$ cat src/rtl/io_bus_pkg.sv
// Shared definitions for the two-master I/O bus arbiter: default widths,
// bus encoding constants and the transaction state machine states.
package io_bus_pkg;

    localparam int DEF_ADDR_W = 32;
    localparam int DEF_DATA_W = 32;
    localparam int DEF_CTRL_W = 4;

    localparam int          WR_BIT     = 0;
    localparam logic [19:0] DEV_PREFIX = 20'hFFFFF;

    typedef enum logic [1:0] {
        ST_IDLE,
        ST_ADDR,
        ST_WAIT,
        ST_DONE
    } state_t;

    // Counter must hold the larger wait count and never collapse to zero bits.
    function automatic int cnt_width(input int a, input int b);
        int m;
        m = (a > b) ? a : b;
        return $clog2(m + 2);
    endfunction

endpackage

$ cat src/rtl/io_bus_rr_pick.sv
// Two-input round-robin selector: a lone request wins outright, a tie goes
// to the master that was not granted last.
module io_bus_rr_pick (
    input  logic [1:0] req,
    input  logic       last,
    output logic       sel,
    output logic       valid
);

    always_comb begin
        valid = |req;
        if (&req) begin
            sel = ~last;
        end else begin
            sel = req[1];
        end
    end

endmodule

$ cat src/rtl/io_bus_arbiter.sv
// Two-master arbiter for a single shared I/O bus: captures one master's request,
// runs an address phase plus a region-dependent number of wait cycles, returns read data.
module io_bus_arbiter
    import io_bus_pkg::*;
#(
    parameter int ADDR_W   = io_bus_pkg::DEF_ADDR_W,
    parameter int DATA_W   = io_bus_pkg::DEF_DATA_W,
    parameter int CTRL_W   = io_bus_pkg::DEF_CTRL_W,
    parameter int RAM_WAIT = 1,
    parameter int DEV_WAIT = 3
) (
    input  logic              clk,
    input  logic              rst,
    input  logic              m0_req,
    input  logic [ADDR_W-1:0] m0_addr,
    input  logic [CTRL_W-1:0] m0_ctrl,
    input  logic [DATA_W-1:0] m0_wdata,
    output logic              m0_gnt,
    output logic              m0_done,
    output logic [DATA_W-1:0] m0_rdata,
    input  logic              m1_req,
    input  logic [ADDR_W-1:0] m1_addr,
    input  logic [CTRL_W-1:0] m1_ctrl,
    input  logic [DATA_W-1:0] m1_wdata,
    output logic              m1_gnt,
    output logic              m1_done,
    output logic [DATA_W-1:0] m1_rdata,
    output logic              bus_bc,
    output logic [ADDR_W-1:0] bus_addr,
    output logic [CTRL_W-1:0] bus_ctrl,
    output logic [DATA_W-1:0] bus_wdata,
    output logic              bus_data_oe,
    input  logic [DATA_W-1:0] bus_rdata,
    output logic              busy
);

    localparam int CNT_W = cnt_width(RAM_WAIT, DEV_WAIT);
    localparam logic [CNT_W-1:0] RAM_WAIT_C = CNT_W'(RAM_WAIT);
    localparam logic [CNT_W-1:0] DEV_WAIT_C = CNT_W'(DEV_WAIT);

    state_t            r_state;
    state_t            w_state_next;
    logic              r_sel;
    logic              r_last;
    logic [ADDR_W-1:0] r_addr;
    logic [CTRL_W-1:0] r_ctrl;
    logic [DATA_W-1:0] r_wdata;
    logic [CNT_W-1:0]  r_cnt;
    logic [DATA_W-1:0] r_rdata [2];

    logic [1:0]        w_req;
    logic              w_sel;
    logic              w_valid;
    logic [CNT_W-1:0]  w_wait_load;
    logic [1:0]        w_gnt;
    logic [1:0]        w_done;
    logic              w_active;
    logic [ADDR_W-1:0] w_addr_in  [2];
    logic [CTRL_W-1:0] w_ctrl_in  [2];
    logic [DATA_W-1:0] w_wdata_in [2];

    assign w_req         = {m1_req, m0_req};
    assign w_addr_in[0]  = m0_addr;
    assign w_addr_in[1]  = m1_addr;
    assign w_ctrl_in[0]  = m0_ctrl;
    assign w_ctrl_in[1]  = m1_ctrl;
    assign w_wdata_in[0] = m0_wdata;
    assign w_wdata_in[1] = m1_wdata;

    io_bus_rr_pick u_pick (
        .req   (w_req),
        .last  (r_last),
        .sel   (w_sel),
        .valid (w_valid)
    );

    // The top 4 KiB page of the 32-bit map is the slow peripheral window.
    assign w_wait_load = (r_addr[31:12] == DEV_PREFIX) ? DEV_WAIT_C : RAM_WAIT_C;

    always_ff @(posedge clk) begin
        if (rst) begin
            r_state <= ST_IDLE;
        end else begin
            r_state <= w_state_next;
        end
    end

    always_comb begin
        w_state_next = r_state;
        case (r_state)
            ST_IDLE: if (w_valid) w_state_next = ST_ADDR;
            ST_ADDR: w_state_next = (w_wait_load != '0) ? ST_WAIT : ST_DONE;
            ST_WAIT: if (r_cnt <= CNT_W'(1)) w_state_next = ST_DONE;
            ST_DONE: w_state_next = ST_IDLE;
            default: w_state_next = ST_IDLE;
        endcase
    end

    always_ff @(posedge clk) begin
        if (rst) begin
            r_sel   <= 1'b0;
            r_last  <= 1'b1;
            r_addr  <= '0;
            r_ctrl  <= '0;
            r_wdata <= '0;
            r_cnt   <= '0;
        end else begin
            case (r_state)
                ST_IDLE: begin
                    if (w_valid) begin
                        r_sel   <= w_sel;
                        r_addr  <= w_addr_in[w_sel];
                        r_ctrl  <= w_ctrl_in[w_sel];
                        r_wdata <= w_wdata_in[w_sel];
                    end
                end
                ST_ADDR: r_cnt  <= w_wait_load;
                ST_WAIT: r_cnt  <= r_cnt - CNT_W'(1);
                ST_DONE: r_last <= r_sel;
                default: ;
            endcase
        end
    end

    // Read data lands on the edge that closes the DONE cycle and then holds.
    for (genvar gi = 0; gi < 2; gi++) begin : g_master
        assign w_gnt[gi]  = (r_state == ST_ADDR) && (r_sel == 1'(gi));
        assign w_done[gi] = (r_state == ST_DONE) && (r_sel == 1'(gi));

        always_ff @(posedge clk) begin
            if (rst) begin
                r_rdata[gi] <= '0;
            end else if (w_done[gi]) begin
                r_rdata[gi] <= bus_rdata;
            end
        end
    end

    assign w_active = (r_state != ST_IDLE);

    always_comb begin
        busy        = w_active;
        bus_bc      = w_active;
        bus_addr    = w_active ? r_addr  : '0;
        bus_ctrl    = w_active ? r_ctrl  : '0;
        bus_wdata   = w_active ? r_wdata : '0;
        bus_data_oe = ((r_state == ST_ADDR) || (r_state == ST_WAIT)) && r_ctrl[WR_BIT];
    end

    assign m0_gnt   = w_gnt[0];
    assign m1_gnt   = w_gnt[1];
    assign m0_done  = w_done[0];
    assign m1_done  = w_done[1];
    assign m0_rdata = r_rdata[0];
    assign m1_rdata = r_rdata[1];

endmodule

$ cat config.mk
export PLATFORM = sky130hd
export DESIGN_NAME = io_bus_arbiter
export DESIGN_NICKNAME = d
export VERILOG_FILES = /design/src/rtl/io_bus_pkg.sv /design/src/rtl/io_bus_rr_pick.sv /design/src/rtl/io_bus_arbiter.sv
export SDC_FILE = /design/constraint.sdc
export NUM_CORES = 1
export LEC_CHECK = 0
export CORE_MARGIN = 8
export CORE_UTILIZATION = 44
export DETAILED_ROUTE_END_ITERATION = 7
export PLACE_DENSITY = 0.95
export SLEW_MARGIN = 10
export SYNTH_ARGS = -nofsm -noshare
export SYNTH_HDL_FRONTEND = slang
export SYNTH_HIERARCHICAL = 1
export SYNTH_SLANG_ARGS = --single-unit
export TNS_END_PERCENT = 100
$ cat constraint.sdc
create_clock -name clk -period 3.9 [get_ports clk]
set_input_delay 0.585 -clock clk [delete_from_list [all_inputs] [get_ports clk]]
set_output_delay 0.585 -clock clk [all_outputs]
set_load 0.05 [all_outputs]
Word-level counts from Yosys, hierarchy flattened --
Memory sizes are Yosys's and may differ from the RTL's. Index checks and enable logic that the tools add are counted.
Cells by class: $add $sub $neg 1, magnitude comparators 2, equal/unequal tests 6, mux-type cells 29, bitwise gates (word level) 5, reduce and logical (&&, ||, !) cells 14
Operator list (count):
- two-way mux 32 bit | 10
- == test 20 bit, second input constant | 1
- two-way mux 4 bit | 4
- two-way mux 1 bit | 10
- case mux 2 bit (4 select lines) | 1
- two-way mux 2 bit | 3
- case mux 3 bit (2 select lines) | 1
- AND reduction 2 bit | 3
- logical AND 1 bit | 5
- == test 2 bit, second input constant | 2
- nonzero test 2 bit | 2
- <= comparator 3 x 1 -> 1 bit, second input constant | 1
- nonzero test 3 bit | 1
- subtractor 3 x 1 -> 3 bit, second input constant | 1
- == test 2 x 1 -> 1 bit, second input constant | 1
- greater-or-equal comparator 2 bit, second input constant | 1
- logical NOT 2 bit | 1
- != test 2 x 1 -> 1 bit, second input constant | 1
- != test 2 bit, second input constant | 1
- inverter 1 bit | 2
- inverter 1 -> 2 bit | 1
- OR 1 bit | 2
- OR reduction 2 bit | 1
- logical OR 1 bit | 1
Word-level totals: flip-flop bits (word level) 75, memory bits (writable) 64, bits of input ports 172, output and inout bits 139, logic and storage cells 65, memories kept 1
Memory list:
- r_rdata | depth 2, bits a word 32, rd ports 2, clocked after Yosys merged registers in 0, wr ports 2, line io_bus_arbiter.sv:49 | logic [DATA_W-1:0] r_rdata [2];

Longest topological paths before layout --
Gate-level depths: netlist of run 1.
depth after elaboration 6, depth in mapped cells 7, depth with buffers taken out 6

Cells and area by module --
The synthesis of run 1 kept the hierarchy.
Modules (own cells, without submodules):
- io_bus_arbiter | times used 1, cells an instance 575, area an instance 6258.5 µm²
- io_bus_rr_pick | times used 1, cells an instance 2, area an instance 13.8 µm²

Worst setup path after synthesis of run 1 --
No wires, ideal clock.
path type reg2out, start point register r_state[0], end point output bus_wdata[21], data arrival time 1.808 ns, setup slack 1.507 ns, cell stages (with the launch flop) 6, path buffers 2, cell sequence dfxtp_1 -> inv_1 -> ha_1 -> clkbuf_1 -> clkbuf_1 -> nor2b_1
On the way: word-level cells in the longest chain between the ends 2
RTL lines:
- from (decl) | line io_bus_arbiter.sv:41 | state_t r_state;
- from (signal assigned) | line io_bus_arbiter.sv:84 | r_state <= w_state_next;
- nonzero test 2 bit | line io_bus_arbiter.sv:139 | assign w_active = (r_state != ST_IDLE);
- two-way mux 32 bit | line io_bus_arbiter.sv:146 | bus_wdata = w_active ? r_wdata : '0;
- to (decl) | line io_bus_arbiter.sv:31 | output logic [DATA_W-1:0] bus_wdata,
Every way passes these cells.

Worst setup path after layout of run 1 --
start point register r_state[0], end point output bus_wdata[17]
The elaborated chain is that of the path after synthesis.

==> results.py, run 1 <==
metrics = {
    "logic_synthesis": {
        "syn_nets": 755,
        "synth_area_um2": 6270,
        "yosysTopAreaCellShare": 0.306,
        "synth_area_leaders": "edfxtp_1, dfxtp_1, mux2i_1",
        "yosys_warnings": 6,
        "synth.distinct_cells": 31,
        "ys_seq_area_frac": 0.546,
        "synth.avg_cell_area_um2": 10.9,
        "synth_largest_area_cell": "edfxtp_1",
        "syn_inst": 577,
        "yosys_register_bits": 139,
    },
    "sta": {
        "rsz0062_at_grt": "no",
        "hold_ws_ps": 497,
        "finalCriticalPeriod_ps": 3290,
        "slew_headroom": 0.287,
        "finalMaxSlewViolations": 0,
        "hold_viol": 0,
        "fin_skew_ps": 11.9,
        "tns_ps": 0,
        "max_freq_mhz": 304,
        "tightest_slew_ps": 1060,
        "finalCritPeriodShare": 0.843,
        "setup_violations": 0,
    },
    "finish": {
        "diodes": 0,
        "instances_no_fill": 1060,
        "final_area_um2": 10100,
        "filler_cell_count": 950,
        "final_cell_mix": "clkdlybuf4s50_1, nor2_1, dfxtp_1, mux2i_1",
        "final_common_cell": "clkdlybuf4s50_1",
        "layout.nets": 1046,
        "layout-drive-gt1-share": 0.0545,
        "syn2layout_area_growth_pct": 61.0,
    },
    "clock_tree": {
        "cts_hold_buf": 0,
        "post-cts-setup-buffers": 0,
        "cts.sink_count": 139,
        "cts.root.buffer_cell": "clkbuf_16",
        "ctsResizeCount": 0,
        "clock_path_buffers": 2,
        "cts-buffers-inserted": 17,
        "clk_pin_slew_ps": 60,
        "clk_latency_ps": 410,
        "cts_tree": "done",
        "htreeDepth": 4,
    },
    "grt": {
        "grt_start_max_net_pins": 68,
        "grt-ovfl-total": 0,
        "grt_use_met1": 0.225,
        "met2_usage": 0.367,
        "grt_pass1_vias": 5379,
        "top_usage_layer": "met2",
        "grt_util_met3": 0.0649,
        "grtUsageTotal": 0.205,
        "antenna_found_initial": 0,
        "grt_pass1_wl_um": 29200,
    },
    "worst_setup_path": {
        "cp_data_required_time_ps": 3310,
        "worst-path-max-fanout": 41,
        "arrival_ps": 2700,
        "criticalPathCategory": "flip-flop to output pin",
        "startpoint_type": "flip-flop",
        "worstSetupEndpointType": "output pin",
    },
    "die": {
        "initial_core_util": 0.452,
        "rows": 43,
        "io-pin-count": 311,
        "dieArea_um2": 18300,
        "die_h_um": 135,
        "die_width_um": 135,
        "coreArea_um2": 13900,
    },
    "drt": {
        "wl_per_cell_um": 18.7,
        "vias": 5347,
        "routed_wl_um": 19800,
        "drt_iter0_drc": 237,
        "drcViolationCount": 0,
        "ant_nets": 0,
        "drtPass1Iterations": 4,
        "avgViaCountPerCell": 5.04,
    },
    "pwr": {
        "total_power_mw": 6.60,
        "cellLeakagePower_nw": 3.76,
        "powerDensity_nw_per_um2": 653,
        "ir_drop_mv": 0.543,
    },
    "status": {
        "status": "completed",
    },
    "placement": {
        "place_inst": 1029,
        "dp_hpwl_um": 15300,
        "io_buffers": 310,
        "gp_congestion": 0.784,
        "place_area_um2": 9500,
    },
    "flow_run": {
        "max_cap_violations": 0,
    },
    "worst_hold_path": {
        "hold_path_class": "flip-flop to flip-flop",
    },
}
per-layer routing:
metal,part of all wire,up-vias
li1,-,2606
met1,0.38,2455
met2,0.50,265
met3,0.099,21
met4,0.019,0
met5,0,-
flip-flops by register name (all words and copies together) (netlist names):
name	cells
r_state	2
r_addr	32
r_cnt	3
r_last	1
r_wdata	32
r_ctrl	4
r_rdata	64
r_sel	1
cells in the mapped netlist (all sizes together):
library cell / n
nand3: 3
and2: 68
a21boi: 1
nand4b: 1
buf: 22
o21a: 1
o21ai: 2
o311a: 1
nand4: 4
nand3b: 1
or4: 1
clkbuf: 25
or2: 2
ha: 6
a21oi: 1
inv: 8
mux2i: 70
nand2: 1
dfxtp: 75
nor2b: 70
nand2b: 3
edfxtp: 64
nor2: 76
o32ai: 1
a21o: 1
a211oi: 69
worst paths after layout:
kind | slack, ps | cells after the start | start | end
max | 610 | 5 | r_state[0] | bus_wdata[17]
min | 500 | 2 | r_addr[10] | r_addr[10]
max reg2reg | 1330 | 6 | r_state[0] | r_addr[12]
min reg2reg | 500 | 2 | r_addr[10] | r_addr[10]
cells by family (layout without fill, tap and decap cells):
logic type | after synthesis | in the layout | synth area share
adder cells (fa/ha/maj) | 6 | 6 | 0.0120
buffers and inverters | 55 | 358 | 0.0389
AND/OR/NAND/NOR | 230 | 230 | 0.199
flip-flops | 139 | 139 | 0.546
multiplexers | 70 | 70 | 0.112
AO/OA/AOI/OAI | 77 | 77 | 0.0928
critical path: stages (launching register included):
cell             delay [ps]
dfxtp_1                 340
inv_1                    90
ha_2                    720
buf_4                   360
nor2b_1                  80
clkdlybuf4s50_1         710
report_power, final:
part           internal, mW  switching [mW]  leakage, nW
clock                  1.03           0.626        0.291
combinational          1.05            1.86         2.18
sequential             1.84           0.186         1.29
total                  3.92            2.68         3.76
area by class of cell:
| class | instances | area [um^2] | share of cell area |
|---|---|---|---|
| clock inverters | 13 | 166 | 0.0165 |
| inverters | 8 | 30.0 | 0.00297 |
| clock buffers | 18 | 439 | 0.0435 |
| repair buffers | 319 | 3190 | 0.316 |
| flip-flops and latches | 139 | 3420 | 0.339 |
| well taps | 180 | 225 | 0.0223 |
| multi-input cells | 383 | 2630 | 0.260 |
through the flow:
stage / setup WS (ps) / util
final: 613 / 0.728
after global routing: 439 / 0.728
after CTS: 521 / 0.728
after detailed placement: 972 / 0.684
after global placement: 1050 / 0.684
after floorplan: 1510 / -
Note: power is estimated with default switching activity, not from simulation.
==> inputs of run 2 (changes only) <==
--- a/config.mk
+++ b/config.mk
@@ -6,9 +6,9 @@
 export NUM_CORES = 1
 export LEC_CHECK = 0
 export CORE_MARGIN = 8
-export CORE_UTILIZATION = 44
+export CORE_UTILIZATION = 37
 export DETAILED_ROUTE_END_ITERATION = 7
-export PLACE_DENSITY = 0.95
+export PLACE_DENSITY = 0.88
 export SLEW_MARGIN = 10
 export SYNTH_ARGS = -nofsm -noshare
 export SYNTH_HDL_FRONTEND = slang
==> constraint.sdc (replaced) <==
create_clock -name clk -period 2.73 [get_ports clk]
set_input_delay 0.4095 -clock clk [delete_from_list [all_inputs] [get_ports clk]]
set_output_delay 0.4095 -clock clk [all_outputs]
set_load 0.05 [all_outputs]
==> run 2 against run 1 <==
Compared with the run above:
- critical path depth shrank 1
- power rose by 38%
- worst setup slack got worse by 480 ps
- clock-buffer cell count decreased by 1
- combinational power up 41%
- sequential power is 42% higher
- final cell count is 4.2% higher
- die area up 17%
- largest cell class unchanged
==> results.py, run 2 (synthesized netlist as in run 1, its figures left out) <==
metrics = {
    "finish": {
        "top_register": "r_rdata",
        "diodes": 0,
        "filler_cell_count": 1375,
        "layout.nets": 1051,
        "reg.largest.list": "r_rdata: 64 flops, r_addr: 32 flops, r_wdata: 32 flops",
        "largest_reg_flops": 64,
        "instances_no_fill": 1105,
        "final_common_cell": "clkdlybuf4s50_1",
        "layout-drive-gt1-share": 0.0712,
        "syn2layout_area_growth_pct": 60.9,
        "final_cell_mix": "clkdlybuf4s50_1, nor2_1, dfxtp_1, nor2b_1, mux2i_1",
    },
    "grt": {
        "grt_pass1_wl_um": 30100,
        "antenna_found_initial": 0,
        "grt-ovfl-total": 0,
        "grt_pass1_vias": 5343,
        "grtUsageTotal": 0.179,
        "grt_start_max_net_pins": 66,
    },
    "worst_setup_path": {
        "worstSetupEndpointType": "output pin",
        "ff2ff_setup_slack_ps": 570,
        "worst-path-max-fanout": 29,
        "criticalPathCategory": "flip-flop to output pin",
        "cp_data_required_time_ps": 2320,
        "arrival_ps": 2190,
        "startpoint_type": "flip-flop",
    },
    "sta": {
        "max_freq_mhz": 385,
        "tightest_slew_ps": 562,
        "setup_violations": 0,
        "slew_headroom": 0.624,
        "fin_skew_ps": 8.42,
        "tns_ps": 0,
        "finalMaxSlewViolations": 0,
        "hold_viol": 0,
        "finalCritPeriodShare": 0.952,
        "rsz0062_at_grt": "no",
        "finalCriticalPeriod_ps": 2600,
    },
    "clock_tree": {
        "htreeDepth": 4,
        "cts.root.buffer_cell": "clkbuf_16",
        "clock_path_buffers": 2,
        "cts-buffers-inserted": 17,
        "cts.sink_count": 139,
        "post-cts-setup-buffers": 0,
        "cts_tree": "done",
        "clk_latency_ps": 410,
        "clk_pin_slew_ps": 60,
    },
    "status": {
        "status": "completed",
    },
    "placement": {
        "place_inst": 1074,
        "gp_congestion": 0.770,
        "io_buffers": 310,
        "dp_hpwl_um": 15100,
    },
    "die": {
        "coreArea_um2": 16600,
        "dieArea_um2": 21400,
        "io-pin-count": 311,
        "die_h_um": 146,
        "rows": 47,
        "die_width_um": 146,
        "initial_core_util": 0.378,
    },
    "drt": {
        "wl_per_cell_um": 17.7,
        "vias": 5164,
        "drcViolationCount": 0,
        "drt_iter0_drc": 144,
        "drtPass1Iterations": 4,
        "ant_nets": 0,
        "avgViaCountPerCell": 4.67,
        "routed_wl_um": 19500,
    },
    "pwr": {
        "ir_drop_mv": 0.752,
        "cellLeakagePower_nw": 3.92,
        "powerDensity_nw_per_um2": 905,
    },
    "flow_run": {
        "max_cap_violations": 0,
    },
    "worst_hold_path": {
        "hold_path_class": "input port to flip-flop",
    },
}
[run 2: worst paths after layout]
path	start	to	depth (start not counted)
worst min register to register	r_wdata[4]	r_wdata[4]	2
worst min-delay path	rst	r_wdata[26]	2
worst max register to register	r_state[0]	r_addr[10]	7
worst max-delay path	r_state[0]	bus_wdata[2]	4
[run 2: area by class of cell]
class                      instances  area, um^2  share of cell area
multi-input combinational        383        2630               0.261
sequential                       139        3420               0.339
clock buffer                      17         425              0.0421
clock inverter                    14         124              0.0123
inverter                           8        30.0             0.00297
tap                              220         275              0.0273
timing repair buffer             324        3190               0.316
[run 2: timing repair]
| action | in CTS | in global routing |
|---|---|---|
| hold buffers | 0 | 0 |
| endpoints found under the hold margin | 0 | 0 |
| endpoints found under the setup margin | 36 | 0 |
| gates resized for setup | 33 | 0 |
[run 2: per-layer routing]
layer | wire length (um) | global-route usage | up-vias
met3 | 1680 | 0.0652 | 16
li1 | - | - | 2608
met2 | 9620 | 0.309 | 228
met5 | 0 | 0 | -
met4 | 255 | 0.0510 | 0
met1 | 7980 | 0.204 | 2312
[run 2: where the power goes]
group	internal (mW)	switching, mW	leakage [nW]
Sequential	2.63	0.249	1.29
Combinational	1.45	2.66	2.38
Clock	1.19	0.950	0.262
[run 2: stage by stage]
step           total power [mW]  hold WS, ps  worst slack, ps  area (um^2)   util
4_1_cts                    9.22          355             98.7        10100  0.609
6_report                   9.13          349              130        10100  0.609
3_3_place_gp               7.05          483              289         9580  0.577
5_1_grt                    9.60          367             22.7        10100  0.609
2_1_floorplan              5.68          427              512         6270      -
3_5_place_dp               7.13          490              232         9580  0.577
[run 2: critical path: stages, from the launching register on]
cell and delay [ps]:
dfxtp_1 380, inv_1 100, ha_4 270, nor2b_1 180, clkdlybuf4s50_1 840
==> inputs of run 3 (changes only) <==
--- a/config.mk
+++ b/config.mk
@@ -6,9 +6,9 @@
 export NUM_CORES = 1
 export LEC_CHECK = 0
 export CORE_MARGIN = 8
-export CORE_UTILIZATION = 37
+export CORE_UTILIZATION = 41
 export DETAILED_ROUTE_END_ITERATION = 7
-export PLACE_DENSITY = 0.88
+export PLACE_DENSITY = 0.91
 export SLEW_MARGIN = 10
 export SYNTH_ARGS = -nofsm -noshare
 export SYNTH_HDL_FRONTEND = slang
==> constraint.sdc (replaced) <==
create_clock -name clk -period 2.8 [get_ports clk]
set_input_delay 0.42 -clock clk [delete_from_list [all_inputs] [get_ports clk]]
set_output_delay 0.42 -clock clk [all_outputs]
set_load 0.05 [all_outputs]
==> run 3 against run 2 <==
Compared with the run above:
- worst setup slack gained 69 ps
- core utilization grew 6.9 points
- combinational power is essentially flat
- largest cell class unchanged
- clock skew shrank 1.2 ps
- non-clock buffer count shrank 3
- sequential share of layout area shrank 0.43 points
- die area shrank 8.7%
- clock-buffer cell count is the same
- worst hold slack gained 150 ps
- design area grew 1.3%
==> results.py, run 3 (synthesized netlist as in run 1, its figures left out) <==
metrics = {
    "pwr": {
        "cellLeakagePower_nw": 4.34,
        "powerDensity_nw_per_um2": 912,
        "ir_drop_mv": 0.498,
    },
    "sta": {
        "tightest_slew_ps": 653,
        "fin_skew_ps": 7.25,
        "finalCritPeriodShare": 0.929,
        "rsz0062_at_grt": "no",
        "finalMaxSlewViolations": 0,
        "setup_violations": 0,
        "slew_headroom": 0.565,
        "max_freq_mhz": 385,
        "finalCriticalPeriod_ps": 2600,
        "hold_viol": 0,
        "tns_ps": 0,
    },
    "worst_setup_path": {
        "criticalPathCategory": "flip-flop to output pin",
        "ff2ff_setup_slack_ps": 770,
        "worst-path-max-fanout": 25,
        "cp_data_required_time_ps": 2380,
        "reg2reg_depth": 7,
        "crit_path_start": "r_state[0]",
        "worstSetupEndpointType": "output pin",
        "regToRegEndpoint": "r_addr[3]",
        "reg2reg_from": "r_state[0]",
        "arrival_ps": 2180,
        "startpoint_type": "flip-flop",
        "cp-endpoint": "bus_ctrl[2]",
    },
    "die": {
        "io-pin-count": 311,
        "die_h_um": 140,
        "initial_core_util": 0.416,
        "dieArea_um2": 19500,
        "die_width_um": 140,
        "rows": 45,
        "coreArea_um2": 15100,
    },
    "clock_tree": {
        "clk_pin_slew_ps": 60,
        "cts-buffers-inserted": 17,
        "htreeDepth": 4,
        "clock_path_buffers": 2,
        "cts.root.buffer_cell": "clkbuf_16",
        "clk_latency_ps": 410,
        "cts.sink_count": 139,
        "cts_tree": "done",
    },
    "flow_run": {
        "max_cap_violations": 0,
    },
    "drt": {
        "drcViolationCount": 0,
        "ant_nets": 0,
        "routed_wl_um": 20600,
        "vias": 5329,
        "drt_iter0_drc": 259,
        "wl_per_cell_um": 19.2,
        "avgViaCountPerCell": 4.98,
        "drtPass1Iterations": 5,
    },
    "finish": {
        "final_common_cell": "clkdlybuf4s50_1",
        "reg.largest.list": "r_rdata: 64 flops, r_addr: 32 flops, r_wdata: 32 flops",
        "top_register": "r_rdata",
        "instances_no_fill": 1071,
        "layout.nets": 1048,
        "largest_reg_flops": 64,
        "diodes": 0,
        "final_cell_mix": "clkdlybuf4s50_1, nor2_1, dfxtp_1, nor2b_1, mux2i_1",
        "layout-drive-gt1-share": 0.0668,
        "syn2layout_area_growth_pct": 63.0,
        "final_core_util": 0.678,
    },
    "grt": {
        "grt_pass1_wl_um": 31100,
        "grt-ovfl-total": 0,
        "grt_start_max_net_pins": 77,
        "grtUsageTotal": 0.205,
        "antenna_found_initial": 0,
        "grt_pass1_vias": 5488,
    },
    "placement": {
        "io_buffers": 310,
        "gp_congestion": 0.798,
        "place_inst": 1039,
        "dp_hpwl_um": 15100,
    },
    "status": {
        "status": "completed",
    },
    "worst_hold_path": {
        "min_path_cells": 2,
        "hold_path_class": "flip-flop to flip-flop",
        "worstHoldStart": "r_addr[4]",
    },
}
## run 3: cell count changes in the layout (fill, tap and decap cells not counted)
cell | before | now
dlygate4sd2_1 | 32 | 10
inv_6 | 6 | 3
clkdlybuf4s50_1 | 266 | 260
clkinvlp_4 | 3 | 2
clkinv_1 | 0 | 1
dlymetal6s2s_1 | 0 | 29
buf_4 | 21 | 17
bufinv_16 | 0 | 4
## run 3: timing repair
action,4_1_cts,5_1_grt
resized for setup,11,29
setup endpoints to repair,39,29
pin swaps,0,0
setup buffers,0,0
hold buffers,0,0
## run 3: worst min path at each step
stage,end,slack (ps)
2_1_floorplan,r_last,430
3_3_place_gp,r_addr[5],480
3_5_place_dp,r_wdata[14],490
4_1_cts,r_wdata[14],500
5_1_grt,r_addr[4],510
6_report,r_addr[4],490
## run 3: critical path, stage by stage (launching register included)
cell and delay (ps):
dfxtp_1 380, inv_1 100, ha_4 270, nor2b_1 150, clkdlybuf4s50_1 860
## run 3: cell type report
type,count,area (um^2)
multi-input combinational,383,2630
inverter,8,30.0
clock buffer,17,425
sequential,139,3420
timing repair buffer,321,3270
tap,188,235
clock inverter,15,214
fill,1111,4860
## run 3: power by group
group	total [mW]	leakage, nW	switching (mW)	internal [mW]
registers	2.82	1.29	0.251	2.57
clock network	2.42	0.306	0.911	1.51
logic	4.08	2.75	2.61	1.46
total	9.32	4.34	3.78	5.54
## run 3: per-stage QoR
stage	cell area (um^2)	power [mW]	hold WS, ps	worst slack, ps
after global routing	10200	9.77	508	73.1
after detailed placement	9520	6.97	488	260
final	10200	9.32	495	200
after CTS	10200	9.42	497	0.195
after global placement	9520	6.89	483	354
after floorplan	6270	5.54	427	572
## run 3: layer usage
metal / GRT usage / share of wire / vias to the layer above
li1: - / - / 2605
met1: 0.234 / 0.40 / 2462
met2: 0.358 / 0.50 / 247
met3: 0.0677 / 0.086 / 15
met4: 0.0560 / 0.011 / 0
met5: 0 / 0 / -
